<file path="src/rtl/regfile_wb_sched_pkg.sv">
// Shared sizes, the hard-wired zero register and the two-way grant encoding
// for the write-back scheduler.
package regfile_wb_sched_pkg;
  localparam int XLEN       = 32;
  localparam int NREG       = 32;
  localparam int REG_ADDR_W = 5;
  localparam logic [REG_ADDR_W-1:0] ZERO_REG = 5'd0;

  typedef enum logic {
    GRANT_A = 1'b0,
    GRANT_B = 1'b1
  } grant_e;
endpackage

</file>
<file path="src/rtl/regfile_wb_sched_rr_arb2.sv">
// Two-requester round-robin arbiter: combinational grant, pointer remembers the
// last winner and moves only when a grant is actually consumed.
module rr_arb2 (
  input  logic       clock,
  input  logic       reset,
  input  logic [1:0] req_i,
  input  logic       advance_i,
  output logic [1:0] gnt_o
);
  import regfile_wb_sched_pkg::*;

  grant_e last_q, last_d;

  always_comb begin
    gnt_o = req_i;
    // On a tie the side that did not win most recently takes the grant.
    if (req_i == 2'b11) begin
      gnt_o = (last_q == GRANT_B) ? 2'b01 : 2'b10;
    end
  end

  always_comb begin
    last_d = last_q;
    if (advance_i && (gnt_o != 2'b00)) begin
      last_d = gnt_o[1] ? GRANT_B : GRANT_A;
    end
  end

  always_ff @(posedge clock or posedge reset) begin
    if (reset) begin
      last_q <= GRANT_B;
    end else begin
      last_q <= last_d;
    end
  end
endmodule

</file>
<file path="src/rtl/regfile_wb_sched.sv">
// Issue interlock scoreboard plus arbitrated write-back into a registered
// register-file write port (one-cycle latency), with a sticky stray-write flag.
module regfile_wb_sched #(
  parameter int XLEN = regfile_wb_sched_pkg::XLEN,
  parameter int NREG = regfile_wb_sched_pkg::NREG
) (
  input  logic            clock,
  input  logic            reset,
  input  logic            iss_valid,
  input  logic [4:0]      iss_rs1,
  input  logic [4:0]      iss_rs2,
  input  logic [4:0]      iss_rd,
  output logic            iss_stall,
  input  logic            a_valid,
  output logic            a_ready,
  input  logic [4:0]      a_rd,
  input  logic [XLEN-1:0] a_data,
  input  logic            b_valid,
  output logic            b_ready,
  input  logic [4:0]      b_rd,
  input  logic [XLEN-1:0] b_data,
  output logic            RegWEn,
  output logic [4:0]      addr_rd,
  output logic [XLEN-1:0] data_rd,
  output logic            idle,
  output logic            wb_err
);
  import regfile_wb_sched_pkg::*;

  logic [NREG-1:0]       busy_q, busy_d;
  logic                  wen_q, wen_d;
  logic [REG_ADDR_W-1:0] addr_q, addr_d;
  logic [XLEN-1:0]       data_q, data_d;
  logic                  err_q, err_d;

  logic [1:0]            gnt;
  logic                  xfer_a, xfer_b, xfer, iss_fire;
  logic [REG_ADDR_W-1:0] xfer_rd;
  logic [XLEN-1:0]       xfer_data;

  assign iss_stall = iss_valid & (busy_q[iss_rs1] | busy_q[iss_rs2] | busy_q[iss_rd]);
  assign iss_fire  = iss_valid & ~iss_stall;

  rr_arb2 u_arb (
    .clock     (clock),
    .reset     (reset),
    .req_i     ({b_valid, a_valid}),
    .advance_i (xfer),
    .gnt_o     (gnt)
  );

  assign a_ready   = gnt[0];
  assign b_ready   = gnt[1];
  assign xfer_a    = a_valid & a_ready;
  assign xfer_b    = b_valid & b_ready;
  assign xfer      = xfer_a | xfer_b;
  assign xfer_rd   = xfer_b ? b_rd : a_rd;
  assign xfer_data = xfer_b ? b_data : a_data;

  always_comb begin
    busy_d = busy_q;
    if (wen_q) begin
      busy_d[addr_q] = 1'b0;
    end
    // Applied after the commit clear so a same-edge re-issue keeps the bit set.
    if (iss_fire && (iss_rd != ZERO_REG)) begin
      busy_d[iss_rd] = 1'b1;
    end
    busy_d[ZERO_REG] = 1'b0;
  end

  always_comb begin
    wen_d  = xfer && (xfer_rd != ZERO_REG);
    addr_d = wen_d ? xfer_rd : addr_q;
    data_d = wen_d ? xfer_data : data_q;
    err_d  = err_q | (wen_d & ~busy_q[xfer_rd]);
  end

  always_ff @(posedge clock or posedge reset) begin
    if (reset) begin
      busy_q <= '0;
      wen_q  <= 1'b0;
      addr_q <= '0;
      data_q <= '0;
      err_q  <= 1'b0;
    end else begin
      busy_q <= busy_d;
      wen_q  <= wen_d;
      addr_q <= addr_d;
      data_q <= data_d;
      err_q  <= err_d;
    end
  end

  assign RegWEn  = wen_q;
  assign addr_rd = addr_q;
  assign data_rd = data_q;
  assign wb_err  = err_q;
  assign idle    = (busy_q == '0) & ~wen_q;
endmodule

</file>
<file path="config.mk">
export PLATFORM = sky130hd
export DESIGN_NAME = regfile_wb_sched
export DESIGN_NICKNAME = d
export VERILOG_FILES = /design/src/rtl/regfile_wb_sched_pkg.sv /design/src/rtl/regfile_wb_sched_rr_arb2.sv /design/src/rtl/regfile_wb_sched.sv
export SDC_FILE = /design/constraint.sdc
export NUM_CORES = 1
export LEC_CHECK = 0
export BUFFER_PORTS_ARGS = -buffer_cell sky130_fd_sc_hd__buf_2
export CAP_MARGIN = 30
export CORE_ASPECT_RATIO = 2
export CORE_MARGIN = 2
export CORE_UTILIZATION = 47
export CTS_CLUSTER_DIAMETER = 150
export DETAILED_ROUTE_END_ITERATION = 6
export GPL_TIMING_DRIVEN = 0
export PLACE_DENSITY = 0.77
export SLEW_MARGIN = 5
export SYNTH_ARGS = -nofsm -noshare
export SYNTH_HDL_FRONTEND = slang
export SYNTH_HIERARCHICAL = 1
export SYNTH_SLANG_ARGS = --single-unit
</file>
<file path="constraint.sdc">
create_clock -name clock -period 2.61 [get_ports clock]
set_input_delay 0.261 -clock clock [delete_from_list [all_inputs] [get_ports clock]]
set_output_delay 0.261 -clock clock [all_outputs]
set_load 0.02 [all_outputs]
</file>
==> results.md, run 1 <==
* Top Ports at 137
* Count of synthesis-stage warnings from yosys at 6
* DRC violation count after routing at 0
* Met2 wire length at between 7 and 8 mm
* Post-synthesis net count at between 500 and 600
* Critical path data arrival time at 2220 ps
* Netlist Area Pre-Place at 4370 um2
* Library cells used by synthesis at 44
* Layout Nets at 671
* Endpoint kind of the worst setup timing path: primary output
* Max Used Layer: met4
* CP endpoint: iss_stall
* Req. time, crit path at 2350 ps
* Worst reg2reg path startpoint: u_arb/last_q
* DPL Wire Length at 10.8 mm
* Met3 WL at 976 um
* Total core area at 9010 um2
* Cell taking the most area after synthesis: dfrtp_1
* Wire length on met1 at between 4 and 5 mm
* Peak Freq at about 0.40 GHz
* Via count of the first global-routing pass at roughly 4.5k
* Vias at 4387
* Clock Skews at about 4.2 ps
* CTS clk-pin slew, worst paths at 50 ps
* Clock buffers created by TritonCTS at 9
* Final cell area excluding filler cells at 5470 um2
* Hold slack at between 100 and 150 ps
* Detail-routed net length per standard cell at 20.8 um
* Crit path from: iss_rd[1]
* VDD IR max at roughly 0.00056 V
* Dominant cells by area after synthesis: dfrtp_1 40%, mux2i_1 15%, mux4_2 8.8%, a21oi_1 4.2%, o21ai_0 4.1%
* Top library cells by usage in the layout, fill and taps aside: 136 x buf_2, 69 x dfrtp_1, 63 x mux2i_1, 45 x nor2_1, 37 x a21oi_1
* Routability Congestion at 0.966
* Max stage delay cell, worst path: buf_2
* Post-Syn Instances at 432
* MaxCap Viol Count at 0
* Worst r2r path cells at 9
* Minimum period implied by the final worst setup slack at between 2000 and 2500 ps
* Number of synthesized register bits at 71
* Buffer type at the clock tree root: clkbuf_16
* Wire length of the first global-routing pass at 22.3 mm
* H-tree levels at 3
* Average size of a mapped cell at 10.1 um2
* Status: finished clean
* Detailed-router iteration count before antenna repair at 5
* Rel. slew slack at 0.435
* Number of fill cells in the layout at ~730
* Path type of the worst setup path: in -> out
* Via density per instance at 6.42
* Setup repair after global routing missed its margin: no
* Total Die Area at between 10000 and 15000 um2
* Number of buffers between clock root and the deepest sink at 2
* Diodes inserted at 0
* Largest net degree at the start of global routing at 71
* All-Layer GR Usage at 0.288
* Area growth from synthesis to final layout at 25.2%
* Startpoint types: primary input
* Startpoint of the tightest hold check path: a_valid
* Row count at slightly below 50
* Worst stage delay on the critical path at 340 ps
* TritonCTS clock tree: yes
* Yosys top cell area share at 0.401
* Final setup TNS at 0 ps
* CTS Sinks at 71
* Count of input and output buffers at 130
* Number of antenna violations at the first check in global routing at 0
* Pwr Density at between 900 and 1000 nW/um2
* Share of post-route cells with drive strength above 1 at 0.334
* Final worst-path cycle share at 0.952
* Sequential cell area fraction in the yosys report at 0.407
* Worst-margin pin slew at approximately 850 ps
* DP Area at ~5200 um2
* Crit Reg-Reg Endpoint: data_rd[13]
* Cell-by-cell listing of the critical path: buf_2 -> buf_2 -> mux2i_1 -> o22ai_1 -> nor4_1 -> o32a_2 -> a21boi_1 -> buf_2
* Total Routed Length at 14.2 mm
* Overall power of the completed layout at 5.29 mW
* Remaining antenna violation count after routing at 0
* Die Span X at between 70 and 80 um
* Flop2flop setup slack at 130 ps
* Vertical die dimension at 140 um
* Type of the most critical hold path: in -> reg
* Most common cell after layout, fill and taps aside: buf_2
* Pins Over Slew Limit at 0
* Final Setup Violations at 0
* Static Leakage at 2.53 nW
* Prevailing post-synth register cell: dfrtp_1
* Largest fanout on the critical path at 10
* Core occupancy in the finished layout at 0.607
* Skew-Pair Late Insertion Delay at around 330 ps
* Initial Util at 0.485
* Number of flops mapped to enable cells by yosys at 0
* Number of endpoints with negative hold slack in the final report at 0
* Critical path's most frequent cell: buf_2
* GRT Residual Overflow at 0
* Initial detailed-routing violation count at 440
* Async SR Flop Fraction at 1.00
==> state kept, by name, indices dropped and copies added (netlist names) <==
name	cells
wb_err	1
addr_rd	5
u_arb/last_q	1
RegWEn	1
data_rd	32
busy_q	31
==> repair_timing <==
| item | CTS | global route |
|---|---|---|
| endpoints found under the hold margin | 1 | 0 |
| hold buffers | 1 | 0 |
| pin swaps | 2 | 3 |
| endpoints found under the setup margin | 40 | 55 |
| setup buffers | 1 | 2 |
| gates resized for setup | 8 | 6 |
==> area by class of cell <==
| cell class | count | area, um2 | share of cell area |
|---|---|---|---|
| multi-input cells | 333 | 2490 | 0.455 |
| flip-flops and latches | 71 | 1780 | 0.325 |
| clock inverters | 1 | 5.00 | 0.000916 |
| repair buffers | 134 | 683 | 0.125 |
| well taps | 102 | 128 | 0.0233 |
| plain buffers | 22 | 104 | 0.0190 |
| clock buffers | 14 | 254 | 0.0465 |
| inverters | 6 | 25.0 | 0.00458 |
==> cells in the mapped netlist, types with 3 or more instances <==
cell,instances
a21oi_1,37
a22oi_1,4
a31oi_1,3
and3b_1,3
buf_1,3
buf_2,3
clkbuf_1,14
dfrtp_1,70
inv_1,6
mux2_2,7
mux2i_1,64
mux4_2,17
nand2_1,10
nand3_1,6
nand3b_1,9
nand4_1,4
nand4b_1,3
nor2_1,45
nor3b_1,4
nor4_1,10
o211ai_1,3
o21ai_0,36
o21ai_1,31
o22ai_1,5
or3_1,3
or3b_2,4
==> worst min-delay path by stage <==
| stage | end | cells after the start | slack, ps |
|---|---|---|---|
| after floorplan | u_arb/last_q | 1 | 150 |
| after global placement | u_arb/last_q | 2 | 280 |
| after detailed placement | u_arb/last_q | 2 | 300 |
| after CTS | u_arb/last_q | 2 | 140 |
| after global routing | u_arb/last_q | 2 | 150 |
| final | u_arb/last_q | 2 | 150 |
==> metal layers <==
layer | vias up | global-route usage
met4 | 0 | 0.214
met1 | 2084 | 0.289
met2 | 285 | 0.505
li1 | 1938 | -
met5 | - | 0
met3 | 80 | 0.0561
==> stage by stage <==
step | instances | setup slack, ps
finish | 683 | 126
global route | 683 | 4.37
floorplan | 432 | 11.5
CTS | 681 | 13.7
global placement | 664 | -355
detailed placement | 664 | -445
==> worst max-delay path, delay by kind of cell <==
family / cells / cell delay, ps
multiplexers: 1 / 340
buffers and inverters: 3 / 770
AO/OA/AOI/OAI: 3 / 550
AND/OR/NAND/NOR: 1 / 290
==> cell families (layout without fill, tap and decap cells) <==
logic type / after synthesis / after routing / synth area share
AO/OA/AOI/OAI: 131 / 131 / 0.166
buffers and inverters: 28 / 177 / 0.0266
flip-flops: 71 / 71 / 0.407
multiplexers: 88 / 88 / 0.252
AND/OR/NAND/NOR: 114 / 114 / 0.147
==> where the power goes <==
group | switching (mW) | internal [mW] | leakage [nW]
logic | 1.15 | 0.900 | 1.62
clock network | 0.424 | 0.663 | 0.127
registers | 0.609 | 1.55 | 0.782
total | 2.19 | 3.11 | 2.53
Note: power is estimated with default switching activity, not from simulation.
==> run 2: changes to the inputs <==
==> constraint.sdc (replaced) <==
create_clock -name clock -period 2.61 [get_ports clock]
set_input_delay 0.1305 -clock clock [delete_from_list [all_inputs] [get_ports clock]]
set_output_delay 0.1305 -clock clock [all_outputs]
set_load 0.02 [all_outputs]
==> results.md, run 2 (synthesis gave the netlist of run 1 again) <==
* Vias at ~4.4k
* Critical path data arrival time at about 2400 ps
* Layout Nets at around 670
* Largest fanout on the critical path at 6
* CTS clk-pin slew, worst paths at 50 ps
* Static Leakage at 2.53 nW
* Final setup TNS at 0 ps
* Number of buffers between clock root and the deepest sink at 2
* Number of antenna violations at the first check in global routing at 0
* H-tree levels at 3
* Total Routed Length at roughly 14 mm
* Final cell area excluding filler cells at 5480 um2
* Total core area at roughly 9000 um2
* Remaining antenna violation count after routing at 0
* Share of post-route cells with drive strength above 1 at 0.342
* All-Layer GR Usage at 0.287
* Vertical die dimension at 140 um
* Skew-Pair Late Insertion Delay at between 300 and 400 ps
* TritonCTS clock tree: yes
* Die Span X at 72.2 um
* Largest net degree at the start of global routing at 71
* Final worst-path cycle share at 0.966
* Most common cell after layout, fill and taps aside: buf_2
* DRC violation count after routing at 0
* Count of input and output buffers at 130
* VDD IR max at 0.000563 V
* GRT Residual Overflow at 0
* Total Die Area at 10100 um2
* Via density per instance at 6.38
* Number of flip-flops under the largest register name at 32
* Rel. slew slack at 0.436
* Pins Over Slew Limit at 0
* DPL Wire Length at 10.8 mm
* Path type of the worst setup path: reg -> out
* DP Area at 5150 um2
* Pwr Density at 967 nW/um2
* Row count at 49
* Detail-routed net length per standard cell at 20.7 um
* Diodes inserted at 0
* Clock Skews at 3.74 ps
* Buffer type at the clock tree root: clkbuf_16
* Cell-by-cell listing of the critical path: mux4_2 -> a22oi_2 -> nand4_1 -> nor4_4 -> buf_4 -> a21boi_0 -> buf_2
* Worst stage delay on the critical path at 500 ps
* Wire length of the first global-routing pass at 22.3 mm
* Detailed-router iteration count before antenna repair at 5
* CTS Sinks at 71
* Initial Util at 0.485
* Top library cells by usage in the layout, fill and taps aside: 135 x buf_2, 65 x dfrtp_1, 63 x mux2i_1, 45 x nor2_1, 37 x a21oi_1
* Final Setup Violations at 0
* Routability Congestion at 0.966
* Req. time, crit path at approximately 2500 ps
* Type of the most critical hold path: in -> reg
* MaxCap Viol Count at 0
* Peak Freq at 0.397 GHz
* Startpoint types: flop
* Initial detailed-routing violation count at 380
* Worst-margin pin slew at 845 ps
* Via count of the first global-routing pass at between 4k and 5k
* Hold slack at 18.1 ps
* Area growth from synthesis to final layout at 25.6%
* Max stage delay cell, worst path: mux4_2
* Top Ports at 137
* Number of endpoints with negative hold slack in the final report at 0
* Endpoint kind of the worst setup timing path: primary output
* Status: finished clean
* Minimum period implied by the final worst setup slack at roughly 2500 ps
* Clock buffers created by TritonCTS at 9
## run 2: changes by cell type in the layout (fill, tap and decap cells not counted), sizes merged
cell	previous run	this run
clkbuf	28	29
## run 2: worst paths after layout
check / endpoint / startpoint / depth (start not counted) / slack [ps]
worst min-delay path: u_arb/last_q / a_valid / 2 / 20
worst min register to register: data_rd[18] / data_rd[18] / 2 / 520
max in group asynchronous: busy_q[13] / reset / 3 / 1450
min in group asynchronous: u_arb/last_q / reset / 3 / 380
worst max register to register: data_rd[13] / u_arb/last_q / 9 / 120
worst max-delay path: iss_stall / busy_q[9] / 7 / 90
## run 2: through the flow
| stage | power [mW] | setup slack (ps) | instances | utilization |
|---|---|---|---|---|
| 2_1_floorplan | 3.33 | 11.5 | 432 | - |
| 3_3_place_gp | 4.04 | -272 | 664 | 0.571 |
| 3_5_place_dp | 4.13 | -364 | 664 | 0.572 |
| 4_1_cts | 5.23 | 13.7 | 680 | 0.602 |
| 5_1_grt | 5.57 | -11.9 | 684 | 0.608 |
| 6_report | 5.30 | 89.6 | 684 | 0.608 |
## run 2: timing repair
item | CTS | global route
gates resized for setup | 5 | 12
pin swaps | 0 | 3
setup buffers | 0 | 4
hold buffers | 1 | 0
setup endpoints to repair | 39 | 40
endpoints found under the hold margin | 1 | 0
## run 2: final cells by class
class / instances / area [um2]
timing repair buffer: 135 / 691
buffer: 22 / 104
tap: 102 / 128
clock buffer: 14 / 254
fill: 732 / 3530
clock inverter: 1 / 5.00
inverter: 6 / 25.0
sequential: 71 / 1780
multi-input combinational: 333 / 2490
## run 2: metal layers
layer | vias to the layer above | track usage | routed length, um
met4 | 0 | 0.213 | 999
met2 | 274 | 0.504 | 7510
li1 | 1942 | - | -
met3 | 69 | 0.0561 | 965
met1 | 2081 | 0.288 | 4700
met5 | - | 0 | 0
## run 2: report_power, final
group | leakage [nW] | internal [mW] | switching, mW | total [mW]
clock | 0.127 | 0.663 | 0.421 | 1.08
sequential | 0.778 | 1.55 | 0.605 | 2.16
combinational | 1.62 | 0.909 | 1.15 | 2.06
## run 2: worst max-delay path, delay by kind of cell, from the launching register on
family / cells / cell delay (ps)
buffers and inverters: 2 / 360
flip-flops: 1 / 460
multiplexers: 1 / 500
AO/OA/AOI/OAI: 2 / 250
AND/OR/NAND/NOR: 2 / 490
